==> src/rtl/decoder_scan_pkg.sv <==
// Shared types and constants for the decoder scan sequencer.
// Imported by the top level and the dwell counter.
package decoder_scan_pkg;

   localparam int ADDR_W    = 3;
   localparam int BLANK_CYC = 2;

   typedef enum logic [2:0] {
      IDLE,
      ON,
      BLK_HOLD,
      BLK_ADV,
      DONE
   } scan_state_t;

endpackage

==> src/rtl/decoder_scan_sequencer_dwell_counter.sv <==
// Dwell timer: pulses expire on the limit-th cycle after load.
// A limit of zero behaves as one.
module dwell_counter #(
   parameter int DWELL_W = 8
) (
   input  logic               clk,
   input  logic               rst_n,
   input  logic               load,
   input  logic [DWELL_W-1:0] limit,
   output logic               expire
);

   logic [DWELL_W-1:0] cnt_q, cnt_d;
   logic [DWELL_W-1:0] lim_q, lim_d;
   logic               run_q, run_d;

   always_ff @(posedge clk) begin
      if (!rst_n) begin
         cnt_q <= '0;
         lim_q <= '0;
         run_q <= 1'b0;
      end else begin
         cnt_q <= cnt_d;
         lim_q <= lim_d;
         run_q <= run_d;
      end
   end

   always_comb begin
      cnt_d  = cnt_q;
      lim_d  = lim_q;
      run_d  = run_q;
      expire = run_q && (cnt_q == lim_q);
      if (load) begin
         cnt_d = DWELL_W'(1);
         lim_d = (limit == '0) ? DWELL_W'(1) : limit;
         run_d = 1'b1;
      end else if (expire) begin
         run_d = 1'b0;
      end else if (run_q) begin
         cnt_d = cnt_q + DWELL_W'(1);
      end
   end

endmodule

==> src/rtl/decoder_scan_sequencer.sv <==
// Scans a circular address range into a 3-to-8 decoder with
// glitch-free blanking between addresses and a programmable dwell.
module decoder_scan_sequencer
   import decoder_scan_pkg::*;
#(
   parameter int DWELL_W = 8
) (
   input  logic               clk,
   input  logic               rst_n,
   input  logic               start,
   input  logic               stop,
   input  logic [2:0]         first,
   input  logic [2:0]         last,
   input  logic [DWELL_W-1:0] dwell,
   output logic               en,
   output logic [2:0]         a,
   output logic               busy,
   output logic               done,
   output logic               aborted
);

   scan_state_t        state_q, state_d;
   logic [ADDR_W-1:0]  a_q, a_d;
   logic [ADDR_W-1:0]  last_q, last_d;
   logic [DWELL_W-1:0] dwell_q, dwell_d;
   logic               en_q, en_d;
   logic               busy_q, busy_d;
   logic               done_q, done_d;
   logic               abort_q, abort_d;
   logic               load;
   logic               expire;
   logic [DWELL_W-1:0] limit;

   // The first address uses the live dwell input, later ones the latched copy.
   assign limit = (state_q == IDLE) ? dwell : dwell_q;

   dwell_counter #(.DWELL_W(DWELL_W)) u_dwell (
      .clk    (clk),
      .rst_n  (rst_n),
      .load   (load),
      .limit  (limit),
      .expire (expire)
   );

   always_ff @(posedge clk) begin
      if (!rst_n) begin
         state_q <= IDLE;
         a_q     <= '0;
         last_q  <= '0;
         dwell_q <= '0;
         en_q    <= 1'b0;
         busy_q  <= 1'b0;
         done_q  <= 1'b0;
         abort_q <= 1'b0;
      end else begin
         state_q <= state_d;
         a_q     <= a_d;
         last_q  <= last_d;
         dwell_q <= dwell_d;
         en_q    <= en_d;
         busy_q  <= busy_d;
         done_q  <= done_d;
         abort_q <= abort_d;
      end
   end

   always_comb begin
      state_d = state_q;
      a_d     = a_q;
      last_d  = last_q;
      dwell_d = dwell_q;
      en_d    = en_q;
      busy_d  = busy_q;
      done_d  = 1'b0;
      abort_d = 1'b0;
      load    = 1'b0;
      if (state_q != IDLE && stop) begin
         state_d = IDLE;
         en_d    = 1'b0;
         busy_d  = 1'b0;
         abort_d = 1'b1;
      end else begin
         unique case (state_q)
            IDLE: begin
               en_d   = 1'b0;
               busy_d = 1'b0;
               if (start && !stop) begin
                  last_d  = last;
                  dwell_d = dwell;
                  a_d     = first;
                  en_d    = 1'b1;
                  busy_d  = 1'b1;
                  load    = 1'b1;
                  state_d = ON;
               end
            end
            ON: begin
               if (expire) begin
                  en_d = 1'b0;
                  if (a_q == last_q) begin
                     done_d  = 1'b1;
                     state_d = DONE;
                  end else begin
                     state_d = BLK_HOLD;
                  end
               end
            end
            BLK_HOLD: begin
               a_d     = a_q + 3'd1;
               state_d = BLK_ADV;
            end
            BLK_ADV: begin
               en_d    = 1'b1;
               load    = 1'b1;
               state_d = ON;
            end
            DONE: begin
               busy_d  = 1'b0;
               state_d = IDLE;
            end
            default: state_d = IDLE;
         endcase
      end
   end

   assign en      = en_q;
   assign a       = a_q;
   assign busy    = busy_q;
   assign done    = done_q;
   assign aborted = abort_q;

endmodule

==> config.mk <==
export PLATFORM = sky130hd
export DESIGN_NAME = decoder_scan_sequencer
export DESIGN_NICKNAME = d
export VERILOG_FILES = /design/src/rtl/decoder_scan_pkg.sv /design/src/rtl/decoder_scan_sequencer_dwell_counter.sv /design/src/rtl/decoder_scan_sequencer.sv
export SDC_FILE = /design/constraint.sdc
export NUM_CORES = 1
export LEC_CHECK = 0
export CORE_MARGIN = 1
export CORE_UTILIZATION = 40
export DETAILED_ROUTE_END_ITERATION = 8
export PLACE_DENSITY = 0.75
export SETUP_SLACK_MARGIN = 0.1
export SYNTH_ARGS = -nofsm -noshare
export SYNTH_HDL_FRONTEND = slang
export SYNTH_HIERARCHICAL = 1
export SYNTH_SLANG_ARGS = --single-unit
==> constraint.sdc <==
create_clock -name clk -period 1.9 [get_ports clk]
set_clock_uncertainty 0.15 [all_clocks]
set_input_delay 0.19 -clock clk [delete_from_list [all_inputs] [get_ports clk]]
set_output_delay 0.19 -clock clk [all_outputs]
set_load 0.02 [all_outputs]
# == Yosys cells after proc, flatten, opt, wreduce, memory -nomap -nowiden ==
# Index checks and enable logic that the tools add are counted.
# op_classes
addsub,2
eq_ne,9
n_mux,20
n_bitwise,4
reduce_logical,21
# ops
op,n
8-bit two-way mux,2
3-bit two-way mux,4
3-bit one-hot mux with 4 select lines,1
1-bit two-way mux,9
"8-bit by 1-bit adder with 8-bit output, second input constant",1
8-bit equality test,1
8-bit zero test,1
2-bit AND reduction,4
2-bit nonzero test,4
"3-bit by 2-bit equality test with 1-bit output, second input constant",2
3-bit one-hot mux with 2 select lines,1
3-bit AND reduction,2
3-bit nonzero test,2
"2-bit inequality test, second input constant",2
1-bit NOT,4
1-bit one-hot mux with 2 select lines,2
2-bit OR reduction,2
4-bit OR reduction,1
"3-bit by 1-bit adder with 3-bit output, second input constant",1
"3-bit by 1-bit equality test with 1-bit output, second input constant",1
3-bit equality test,1
"3-bit equality test, second input constant",1
1-bit logical AND,3
3-bit zero test,1
3 further kinds,3
# word_totals
reg_bits,38
output_inout_bits,7
wordCells,68

# == Logic depth before layout (Yosys ltp) ==
# logic_depth
ltp_word,7
ltp_mapped,7

# == By module ==
# The synthesis kept the hierarchy.
# modules_own_cells
module,n_inst,cells_each,area_per_inst_um2,seq_area_each_um2
decoder_scan_sequencer,1,119,1156.1,420.4
dwell_counter,1,87,839.6,340.3

# == Worst setup path after synthesis ==
# Ideal clock, no wire load.
# synth_path
path_type,reg-to-reg
start,register u_dwell.cnt_q[2]
end,"register en_q, in the netlist en"
setup_ns,0.118
arrival_time_ns,1.832
path_slack_ns,-0.200
path_stages_with_launch,8
period_less_slack_ns,2.100
path_cell_list,dfxtp_1 -> buf_4 -> xor2_1 -> nor4_2 -> and3_2 -> nor2b_1 -> or4_1 -> o2111a_1
# synth_via
elab_chain_len,4
# synth_lines
element,line,rtl
start: declaration,decoder_scan_sequencer_dwell_counter.sv:13,"logic [DWELL_W-1:0] cnt_q, cnt_d;"
start signal: assignment,decoder_scan_sequencer_dwell_counter.sv:23,cnt_q <= cnt_d;
8-bit equality test,decoder_scan_sequencer_dwell_counter.sv:33,expire = run_q && (cnt_q == lim_q);
1-bit logical AND,decoder_scan_sequencer_dwell_counter.sv:33,
via expire,decoder_scan_sequencer.sv:31,logic expire;
2-bit inequality test (no line),n/a,
2-bit AND reduction (no line),n/a,
end signal: assignment,decoder_scan_sequencer.sv:60,en_q <= en_d;
end: declaration,decoder_scan_sequencer.sv:26,"logic en_q, en_d;"
# The timed path passes the listed nets, and every way through them passes these cells.
# A chain may end at the register's enable or synchronous reset.

# == Worst setup path after layout ==
# layout_path
start,register u_dwell.lim_q[7]
end,"register en_q, in the netlist en"
# layout_via
elab_chain_len,4
# layout_lines
element,line,rtl
start: declaration,decoder_scan_sequencer_dwell_counter.sv:14,"logic [DWELL_W-1:0] lim_q, lim_d;"
start signal: assignment,decoder_scan_sequencer_dwell_counter.sv:24,lim_q <= lim_d;
8-bit equality test,decoder_scan_sequencer_dwell_counter.sv:33,
1-bit logical AND,decoder_scan_sequencer_dwell_counter.sv:33,
via expire,decoder_scan_sequencer.sv:31,
2-bit inequality test (no line),n/a,
2-bit AND reduction (no line),n/a,
# The timed path passes the listed nets, and every way through them passes these cells.

==> results.toml <==
[yosys]
synth.most_common_cell = "dfxtp_1"
synth_common_cells = "dfxtp_1, o21a_1, a21boi_0"
synth_seq_area_share_pct = 38.1
synthesis.nets = 226
syn_avg_cell_area_um2 = 9.69
synth_edf_count = 0
synthesis.area_um2 = 2000
synthFlopType = "dfxtp_1"
synth-warning-count = 6
synth_seq_cells = 38
synthTopCellsByArea = "dfxtp_1, o21a_1, mux2i_1"
synth_top_area_cell = "dfxtp_1"
netlist-cell-type-count = 47
yosys.area.top_type_share_pct = 38.1
syn_inst = 206
async_reset_ff_share_pct = 0

[cts]
clkTransAtPathRegs_ns = 0.07
clock_latency_ns = 0.30
h-tree-depth = 2
clkSinkCount = 38
cts_buffers = 5
hold_buffers = 0
cts_tree = "built"
clk_path_buf_depth = 2
cts.root.buffer_cell = "clkbuf_8"

[routing]
wl_per_cell_um = 13.9
vias = 1643
wirelength_um = 4450
ant_nets = 0
drtIter0Drc = 66
viasPerCell = 5.13
drtPass1Iterations = 4
drc = 0

[die]
fp.coreArea_um2 = 4750
dieArea_um2 = 5280
fp.dieW_um = 72.6
dieHeight_um = 72.6
io_pins = 25
rows = 25
initial_core_util_pct = 42.0

[pwr]
ir_worst_vdd_mv = 0.465
power_mw = 1.98
p_per_area_nw_per_um2 = 723
leakagePower_nw = 1.08

[layout]
final_nets = 273
syn2layout_area_growth_pct = 37.4
final_util_pct = 57.7
drive_gt1_share_pct = 32.4
multi_input_area_um2 = 1290
regArea_um2 = 779
num_antenna_cells = 0
fillerInstances = 432

[sta]
rsz0062_at_grt = "true"
fin_ws_ns = -0.0191
final-setup-viol-count = 1
min_period_over_period_pct = 101
relSlewSlack_pct = 76.7
finalCriticalPeriod_ns = 1.92
final_hold_viol_count = 0
max_freq_mhz = 521
slew_violations = 0
worstMarginPinSlew_ns = 0.348

[setup_path]
startpoint_type = "flop"
rr_worst_depth = 6
path_cells = "xor2_1 > nor4_4 > and3_4 > nor2b_1 > or4_1 > o2111a_1"
cp.required_ns = 1.94
end_kind = "flop"
r2r_start = "u_dwell/lim_q[7]$_SDFFE_PN0P_"
cp_slowest_cell = "or4_1"
r2r-end = "en$_SDFFE_PP0P_"
endpoint = "en$_SDFFE_PP0P_"
worstSetupPathType = "flop to flop"
r2r_setup_slack_ns = -0.02
max_stage_delay_ns = 0.39
cp_max_fo = 3
cp.arrival_ns = 1.95
startpoint = "u_dwell/lim_q[7]$_SDFFE_PN0P_"

[placed_design]
dp_hpwl_um = 3010
globalplace.congestion = 0.938
portBuffers = 24

[grt]
grt_overflow = 0
grt_max_degree = 26
grt_pass1_wl_um = 7590
grt_usage_pct = 19.0
antenna_found_initial = 0
first_global_vias = 1675

[run_status]
status = "finished with violations"
violations = "negative setup slack"

[min_path]
hold_path.class = "flop to flop"

[flow_run]
cap_viol_max_count = 0
-- how the worst min path moves through the flow --
| stage | start | slack, ns | cells after the start | to |
|---|---|---|---|---|
| 2_1_floorplan | stop | 0.11 | 1 | busy$_SDFFE_PP0P_ |
| 3_3_place_gp | busy$_SDFFE_PP0P_ | 0.34 | 2 | busy$_SDFFE_PP0P_ |
| 3_5_place_dp | busy$_SDFFE_PP0P_ | 0.35 | 2 | busy$_SDFFE_PP0P_ |
| 4_1_cts | u_dwell/cnt_q[7]$_SDFFE_PP0P_ | 0.37 | 2 | u_dwell/cnt_q[7]$_SDFFE_PP0P_ |
| 5_1_grt | u_dwell/lim_q[7]$_SDFFE_PN0P_ | 0.40 | 2 | u_dwell/lim_q[7]$_SDFFE_PN0P_ |
| 6_report | busy$_SDFFE_PP0P_ | 0.36 | 2 | busy$_SDFFE_PP0P_ |
-- cells in the final DEF (no fill, tap or decap), drive strengths merged, types with 4 or more instances in the layout --
cell | Yosys | final
a21boi | 12 | 12
a21oi | 10 | 10
and3 | 12 | 12
buf | 5 | 28
clkbuf | 7 | 6
clkdlybuf4s50 | 0 | 24
dfxtp | 38 | 38
mux2 | 8 | 8
mux2i | 9 | 9
nand2 | 5 | 5
nor2 | 5 | 5
nor2b | 10 | 10
nor3 | 8 | 8
nor3b | 4 | 4
nor4 | 4 | 4
o21a | 13 | 13
o21ai | 4 | 4
xnor2 | 7 | 7
xor2 | 8 | 8
-- final cells by class --
cell class	instances	share of cell area, %
sequential	38	28.4
multi-input combinational	154	47.0
clock inverter	1	1.09
timing repair buffer	52	17.2
clock buffer	6	3.01
tap	67	3.06
inverter	2	0.274
-- cell families (layout without fill, tap and decap cells) --
kind of cell	after synthesis	in the layout	share of synthesized area [%]
fa+ha+maj	2	2	1.25
compound gates	51	51	18.4
xor+xnor	15	15	6.58
flops	38	38	38.1
buf+inv	14	61	3.57
mux	17	17	9.03
simple gates	69	69	23.1
-- flip-flops by register name (all words and copies together) (netlist names) --
name           flops
state_q            3
last_q             3
aborted            1
u_dwell/lim_q      8
busy               1
u_dwell/cnt_q      8
u_dwell/run_q      1
dwell_q            8
done               1
en                 1
a                  3
-- per-layer routing --
| layer | up-vias | part of all wire (%) | global-route usage [%] |
|---|---|---|---|
| li1 | 832 | - | - |
| met1 | 769 | 45 | 21.9 |
| met2 | 33 | 49 | 32.5 |
| met3 | 9 | 3.9 | 5.66 |
| met4 | 0 | 2.2 | 8.06 |
| met5 | - | 0 | 0 |
-- through the flow --
| stage | area (µm²) | hold slack, ns | std cells | TNS, ns | setup slack, ns |
|---|---|---|---|---|---|
| after floorplan | 2060 | 0.113 | 206 | -0.0321 | -0.0321 |
| after global placement | 2500 | 0.339 | 309 | -0.0920 | -0.0920 |
| after detailed placement | 2500 | 0.354 | 309 | -0.120 | -0.0937 |
| after CTS | 2710 | 0.368 | 320 | -0.0267 | -0.0267 |
| after global routing | 2740 | 0.395 | 320 | -0.297 | -0.101 |
| final | 2740 | 0.362 | 320 | -0.0191 | -0.0191 |
-- critical path, delay by kind of cell (launching register included) --
family	cells	cell delay [ns]
compound gates	1	0.13
simple gates	4	1.02
flops	1	0.33
xor+xnor	1	0.18
-- repair_timing --
action,CTS,global route
buffers inserted,4,0
setup endpoints to repair,6,13
cloned,0,0
pin swaps,10,4
resized for setup,18,7
-- power by group --
part | internal (mW) | switching, mW | leakage (nW) | total (mW)
combinational | 0.221 | 0.184 | 0.709 | 0.404
clock | 0.420 | 0.290 | 0.0573 | 0.710
sequential | 0.835 | 0.0334 | 0.316 | 0.869
total | 1.48 | 0.507 | 1.08 | 1.98
No activity file was read; power rests on OpenSTA's default activity.
